--- config.mk ---
export PLATFORM = sky130hd
export DESIGN_NAME = addsub_share_sched
export DESIGN_NICKNAME = d
export VERILOG_FILES = /design/src/rtl/addsub_share_sched.sv
export SDC_FILE = /design/constraint.sdc
export NUM_CORES = 1
export LEC_CHECK = 0
export CORE_ASPECT_RATIO = 1.5
export CORE_UTILIZATION = 55
export CTS_CLUSTER_SIZE = 8
export DETAILED_ROUTE_END_ITERATION = 10
export DONT_BUFFER_PORTS = 1
export GPL_TIMING_DRIVEN = 0
export MAX_ROUTING_LAYER = met4
export PLACE_DENSITY_LB_ADDON = 0.1
export SYNTH_ARGS = -nofsm -noshare
export SYNTH_HDL_FRONTEND = slang
export SYNTH_HIERARCHICAL = 1
export SYNTH_SLANG_ARGS = --single-unit
--- constraint.sdc ---
create_clock -name clk -period 6.7 [get_ports clk]
set_input_delay 1.34 -clock clk [delete_from_list [all_inputs] [get_ports clk]]
set_output_delay 1.34 -clock clk [all_outputs]
set_load 0.005 [all_outputs]
--- src/rtl/addsub_share_sched.sv ---
// addsub_share_sched: shares one 32-bit ripple add/sub unit between two
// requesters with round-robin arbitration. Narrow ops take one adder pass;
// wide (64-bit) ops take a low pass, a high pass and, when the low-half carry
// disagrees with the adder's SnA-tied carry-in, a carry-fix pass.
// Optional build macro: ADDSUB_SCHED_OVF_EN adds the rsp_ovf signed-overflow output.

// Shared adder: carry-in is tied to sna, subtract inverts b.
module rc_add_sub #(
    parameter int W = 32
) (
    input  logic [W-1:0] a,
    input  logic [W-1:0] b,
    input  logic         sna,
    output logic [W-1:0] y,
    output logic         co
);
    logic [W:0] sum;

    // One combinational ripple pass: a + (b ^ sna) + sna.
    always_comb begin
        sum = {1'b0, a} + {1'b0, b ^ {W{sna}}} + {{W{1'b0}}, sna};
        y   = sum[W-1:0];
        co  = sum[W];
    end
endmodule

module addsub_share_sched #(
    parameter int NREQ   = 2,
    parameter int HALF_W = 32
) (
    input  logic                     clk,
    input  logic                     rst,
    input  logic [NREQ-1:0]          req_valid,
    output logic [NREQ-1:0]          req_ready,
    input  logic [NREQ*2*HALF_W-1:0] req_a,
    input  logic [NREQ*2*HALF_W-1:0] req_b,
    input  logic [NREQ-1:0]          req_sna,
    input  logic [NREQ-1:0]          req_wide,
    output logic                     rsp_valid,
    output logic                     rsp_id,
    output logic [2*HALF_W-1:0]      rsp_y,
    output logic                     rsp_co
`ifdef ADDSUB_SCHED_OVF_EN
    ,
    output logic                     rsp_ovf
`endif
);
    localparam int FW = 2 * HALF_W;

    typedef enum logic [2:0] {IDLE, LO, HI, FIX, DONE} state_t;

    state_t            state;
    logic              ptr;
    logic              grant;
    logic              take;
    logic [FW-1:0]     a_q;
    logic [FW-1:0]     b_q;
    logic              sna_q;
    logic              wide_q;
    logic              id_q;
    logic [HALF_W-1:0] lo_q;
    logic [HALF_W-1:0] hi_q;
    logic              c0_q;
    logic              c2_q;
    logic [HALF_W-1:0] add_a;
    logic [HALF_W-1:0] add_b;
    logic              add_sna;
    logic [HALF_W-1:0] add_y;
    logic              add_co;
    logic              fix_needed;

`ifdef ADDSUB_SCHED_OVF_EN
    function automatic logic ovf_of(input logic am, input logic bm, input logic ym, input logic sna);
        if (sna)
            return (am != bm) && (ym != am);
        else
            return (am == bm) && (ym != am);
    endfunction
`endif

    // Round-robin pick: a lone requester wins, a tie goes to the one not served last.
    always_comb begin
        grant = req_valid[1];
        if (req_valid == 2'b11)
            grant = ~ptr;
    end

    // Accept only from IDLE and never while reset is asserted.
    always_comb begin
        req_ready        = '0;
        req_ready[grant] = (state == IDLE) & req_valid[grant] & ~rst;
    end

    assign take = |(req_valid & req_ready);

    // The high half must absorb the low-half carry, which the SnA-tied carry-in did not supply.
    assign fix_needed = sna_q ? ~c0_q : c0_q;

    // Steer the shared adder per pass; idle states drive zeros.
    always_comb begin
        add_a   = '0;
        add_b   = '0;
        add_sna = 1'b0;
        case (state)
            LO: begin
                add_a   = a_q[HALF_W-1:0];
                add_b   = b_q[HALF_W-1:0];
                add_sna = sna_q;
            end
            HI: begin
                add_a   = a_q[FW-1:HALF_W];
                add_b   = b_q[FW-1:HALF_W];
                add_sna = sna_q;
            end
            FIX: begin
                add_a   = hi_q;
                add_b   = {{(HALF_W-1){1'b0}}, 1'b1};
                add_sna = sna_q;
            end
            default: ;
        endcase
    end

    rc_add_sub #(.W(HALF_W)) u_adder (
        .a   (add_a),
        .b   (add_b),
        .sna (add_sna),
        .y   (add_y),
        .co  (add_co)
    );

    // Scheduler FSM: one adder pass per cycle, results and response registered.
    always_ff @(posedge clk) begin
        if (rst) begin
            state     <= IDLE;
            ptr       <= 1'b1;
            rsp_valid <= 1'b0;
            rsp_id    <= 1'b0;
            rsp_y     <= '0;
            rsp_co    <= 1'b0;
            a_q       <= '0;
            b_q       <= '0;
            sna_q     <= 1'b0;
            wide_q    <= 1'b0;
            id_q      <= 1'b0;
            lo_q      <= '0;
            hi_q      <= '0;
            c0_q      <= 1'b0;
            c2_q      <= 1'b0;
`ifdef ADDSUB_SCHED_OVF_EN
            rsp_ovf   <= 1'b0;
`endif
        end else begin
            rsp_valid <= 1'b0;
            case (state)
                IDLE: begin
                    if (take) begin
                        a_q    <= grant ? req_a[2*FW-1:FW] : req_a[FW-1:0];
                        b_q    <= grant ? req_b[2*FW-1:FW] : req_b[FW-1:0];
                        sna_q  <= req_sna[grant];
                        wide_q <= req_wide[grant];
                        id_q   <= grant;
                        ptr    <= grant;
                        state  <= LO;
                    end
                end
                LO: begin
                    lo_q <= add_y;
                    c0_q <= add_co;
                    if (wide_q) begin
                        state <= HI;
                    end else begin
                        state     <= DONE;
                        rsp_valid <= 1'b1;
                        rsp_id    <= id_q;
                        rsp_y     <= {{HALF_W{1'b0}}, add_y};
                        rsp_co    <= add_co;
`ifdef ADDSUB_SCHED_OVF_EN
                        rsp_ovf   <= ovf_of(a_q[HALF_W-1], b_q[HALF_W-1], add_y[HALF_W-1], sna_q);
`endif
                    end
                end
                HI: begin
                    hi_q <= add_y;
                    c2_q <= add_co;
                    if (fix_needed) begin
                        state <= FIX;
                    end else begin
                        state     <= DONE;
                        rsp_valid <= 1'b1;
                        rsp_id    <= id_q;
                        rsp_y     <= {add_y, lo_q};
                        rsp_co    <= add_co;
`ifdef ADDSUB_SCHED_OVF_EN
                        rsp_ovf   <= ovf_of(a_q[FW-1], b_q[FW-1], add_y[HALF_W-1], sna_q);
`endif
                    end
                end
                FIX: begin
                    state     <= DONE;
                    rsp_valid <= 1'b1;
                    rsp_id    <= id_q;
                    rsp_y     <= {add_y, lo_q};
                    rsp_co    <= sna_q ? (c2_q & add_co) : (c2_q | add_co);
`ifdef ADDSUB_SCHED_OVF_EN
                    rsp_ovf   <= ovf_of(a_q[FW-1], b_q[FW-1], add_y[HALF_W-1], sna_q);
`endif
                end
                DONE:    state <= IDLE;
                default: state <= IDLE;
            endcase
        end
    end
endmodule

==> summary.txt <==
Clock tree
  • Setup bufs post-CTS: 0
  • Clock Path Buffers: 3
  • Num CTS Buffers: 39
  • Clock sink total: 268
  • CTS clk-pin slew, worst paths: 0.05 ns
  • Htree depth: 2
  • Latest clock arrival within the worst-skew pair: 0.53 ns
  • CTS tree: built
  • Post-CTS resize count: 0
  • Clock root buffer: clkbuf_16
  • Cts-stage hold buffer count: 0

STA
  • RSZ-0062 raised after global routing: no
  • Final Hold Fails: 0
  • Pins over their slew limit: 0
  • Part of the cycle the worst path needs: 85.7%
  • Final setup fails: 0
  • Max transition margin: 45.5%
  • Slew @ Worst Pin: 0.817 ns
  • Clk_skew: 0.0188 ns
  • Fmax: 174 MHz
  • Crit path time final: 5.74 ns
  • Setup TNS: 0 ns
  • Hold WS: 0.449 ns

Detailed routing
  • ANT nets after route: 0
  • Via density: 6.04
  • Initial DRC Count: 662
  • Router iterations before antenna repair: 5
  • DRT Wirelength: 46000 um
  • # DRC: 0
  • DR vias: 12400
  • Routed length per instance: 22.5 um

Critical path
  • Slowest CP cell: nor3_1
  • Worst-path fanout max: 10
  • Critical Path, Cell by Cell: buf_2 -> inv_1 -> or3_1 -> clkbuf_1 -> clkbuf_1 -> a21oi_1 -> buf_2 -> clkbuf_1 -> xor2_1 -> ha_1 -> nor2b_4 -> o311a_4 -> o21ba_1 -> nor3_1 -> o21ai_0 -> and4_1 -> nor3_1 -> mux2i_1 -> a211oi_1
  • Kind of critical path: reg -> reg
  • Reg2reg end: rsp_y[28]
  • Worst Path Arrival: 6.18 ns
  • FF-to-FF setup slack: 0.96 ns
  • Req. time, crit path: 7.14 ns
  • Reg2reg path depth: 19
  • Setup crit start: state[0]
  • Crit end category: register
  • Most frequent CP cell: clkbuf_1
  • CP max stage delay: 0.59 ns
  • Startpoint type of the worst setup path: register
  • Reg2reg start: state[0]

Logic synthesis
  • Area of the mapped netlist: 0.0144 mm^2
  • Ys Warns: 6
  • Cells after Synth: 1669
  • Ys async rst share: 0%
  • Most common flop cell mapped by yosys: dfxtp_1
  • Unique cell type count in the Yosys netlist: 62
  • Sequential fraction of the synthesis area: 37.3%
  • Post-Syn Nets: 1968
  • Yosys reg bits: 268
  • Number of synthesized flops with an enable pin: 0
  • Avg Cell Area, Syn: 8.62 um^2

Pwr
  • Combinational Power Share: 22.2%
  • Net Sw Frac: 31.4%
  • VDD IR max: 0.218 mV
  • Power Density: 291 mW/mm^2
  • Sw Pwr: 1450 uW
  • Int Pwr: 3160 uW
  • LEAKAGE: 0.00624 uW
  • Tot Pwr: 4610 uW
  • Sequential power share: 40.1%
  • Clock power frac: 37.7%

Flow run
  • Max-cap violations: 0

Floorplan
  • Chip Height: 200 um
  • Site row count: 72
  • Die W: 134 um
  • Die ar.: 0.0268 mm^2
  • Core area: 0.0258 mm^2
  • Top Ports: 333
  • Starting density of the core: 55.8%

GRT
  • GR Util met1: 35.4%
  • Initial antenna violation count: 1
  • Most Crowded Layer GR: met2
  • Largest net degree at the start of global routing: 11
  • GR Overflow Total: 0
  • Vias in the first global route: 12300
  • Total GRT Usage: 35.1%
  • Met2 Usage GRT: 64.8%
  • Met3 Use GR: 4.55%
  • Global-route wire length before repair: 68700 um

Hold path
  • WHS Path Cells: 2
  • Hold Crit Class: reg -> reg
  • Worst Hold Launch: hi_q[25]
  • Hold Path Sink: hi_q[25]

Run status
  • Status: finished clean

Layout
  • Most frequent cells in the layout: nor2_1, dfxtp_1, nand2_1, mux2i_1, a21oi_1
  • Synthesis-to-finish area growth: 10.1%
  • Share of layout cells above drive strength 1: 12.0%
  • Commonest non-fill, non-tap cell in the layout: nor2_1
  • Fin nets: 2009

Place
  • Gpl congestion: 0.971
  • Port buffer count: 0
  • Dpl hpwl: 36500 um
## cells by family (layout without fill, tap and decap cells)
| logic type | count (synthesis) | count (layout) | synth area share, % |
|---|---|---|---|
| XOR/XNOR | 62 | 62 | 3.78 |
| AO/OA/AOI/OAI | 431 | 431 | 22.3 |
| adder cells (fa/ha/maj) | 35 | 35 | 3.10 |
| multiplexers | 198 | 198 | 14.1 |
| buffers and inverters | 153 | 197 | 4.95 |
| other | 0 | 2 | 0 |
| flip-flops | 268 | 268 | 37.3 |
| AND/OR/NAND/NOR | 522 | 522 | 14.4 |
## stage by stage
stage          cell area (um^2)  utilization [%]  setup slack (ns)  cells
6_report                  15800             61.5             0.958   2048
5_1_grt                   15800             61.5             0.568   2048
4_1_cts                   15800             61.5              1.00   2046
3_5_place_dp              14800             57.4              1.04   2002
3_3_place_gp              14800             57.4              1.06   2002
2_1_floorplan             14400                -              2.34   1669
## layer usage
metal | wire length (um) | part of all wire, %
met4 | 2730 | 5.9
met1 | 17100 | 37
met3 | 2070 | 4.5
met5 | 0 | 0
met2 | 24100 | 52
## registers in the layout, indices dropped and copies added, names as in the netlist, 3 cells and up
register / cells
hi_q: 32
lo_q: 32
state: 3
rsp_y: 64
b_q: 64
a_q: 64
## how the worst max path moves through the flow
stage                endpoint  slack, ns
finish              rsp_y[28]       0.96
global route        rsp_y[28]       0.57
CTS                 rsp_y[28]       1.00
detailed placement  rsp_y[28]       1.04
global placement    rsp_y[28]       1.06
floorplan           rsp_y[26]       2.34
## power by group through the flow
stage          sequential (uW)  combinational [uW]  clock, uW
6_report                  1850                1020       1740
3_3_place_gp              1870                1000          0
4_1_cts                   1850                1020       1750
3_5_place_dp              1880                1020          0
5_1_grt                   1860                1110       1820
2_1_floorplan             1840                 750          0
## cell type report
| class | count | area [um^2] |
|---|---|---|
| diodes | 2 | 5.00 |
| plain buffers | 143 | 674 |
| clock buffers | 41 | 1000 |
| clock inverters | 3 | 30.0 |
| fillers | 2372 | 9920 |
| inverters | 10 | 37.5 |
| multi-input cells | 1248 | 8310 |
| flip-flops and latches | 268 | 5370 |
| well taps | 333 | 417 |
## critical path: cells and delay by family (launching register included)
family	cells	cell delay, ns
mux	1	0.15
fa+ha+maj	1	0.37
xor+xnor	1	0.17
simple gates	5	1.69
compound gates	5	1.33
flops	1	0.31
buf+inv	6	1.65
## Yosys cell counts, types with 10 or more instances
cell type  count  share of area (%)
nor2_1       283                7.4
a21o_1        11               0.57
nand2_1      193                5.0
buf_2         56                1.9
o21ai_0       17               0.59
a22oi_1       33                1.7
a211oi_1     115                6.0
mux2i_1      165                 11
xor2_1        42                2.6
mux2_2        32                2.5
dfxtp_1      268                 37
ha_1          34                3.0
inv_1         10               0.26
a22o_1        31                1.9
buf_1         15               0.39
a21oi_1      139                4.8
clkbuf_1      60                1.6
xnor2_1       20                1.2
a211oi_2      48                4.2
Note: power is estimated with default switching activity, not from simulation.
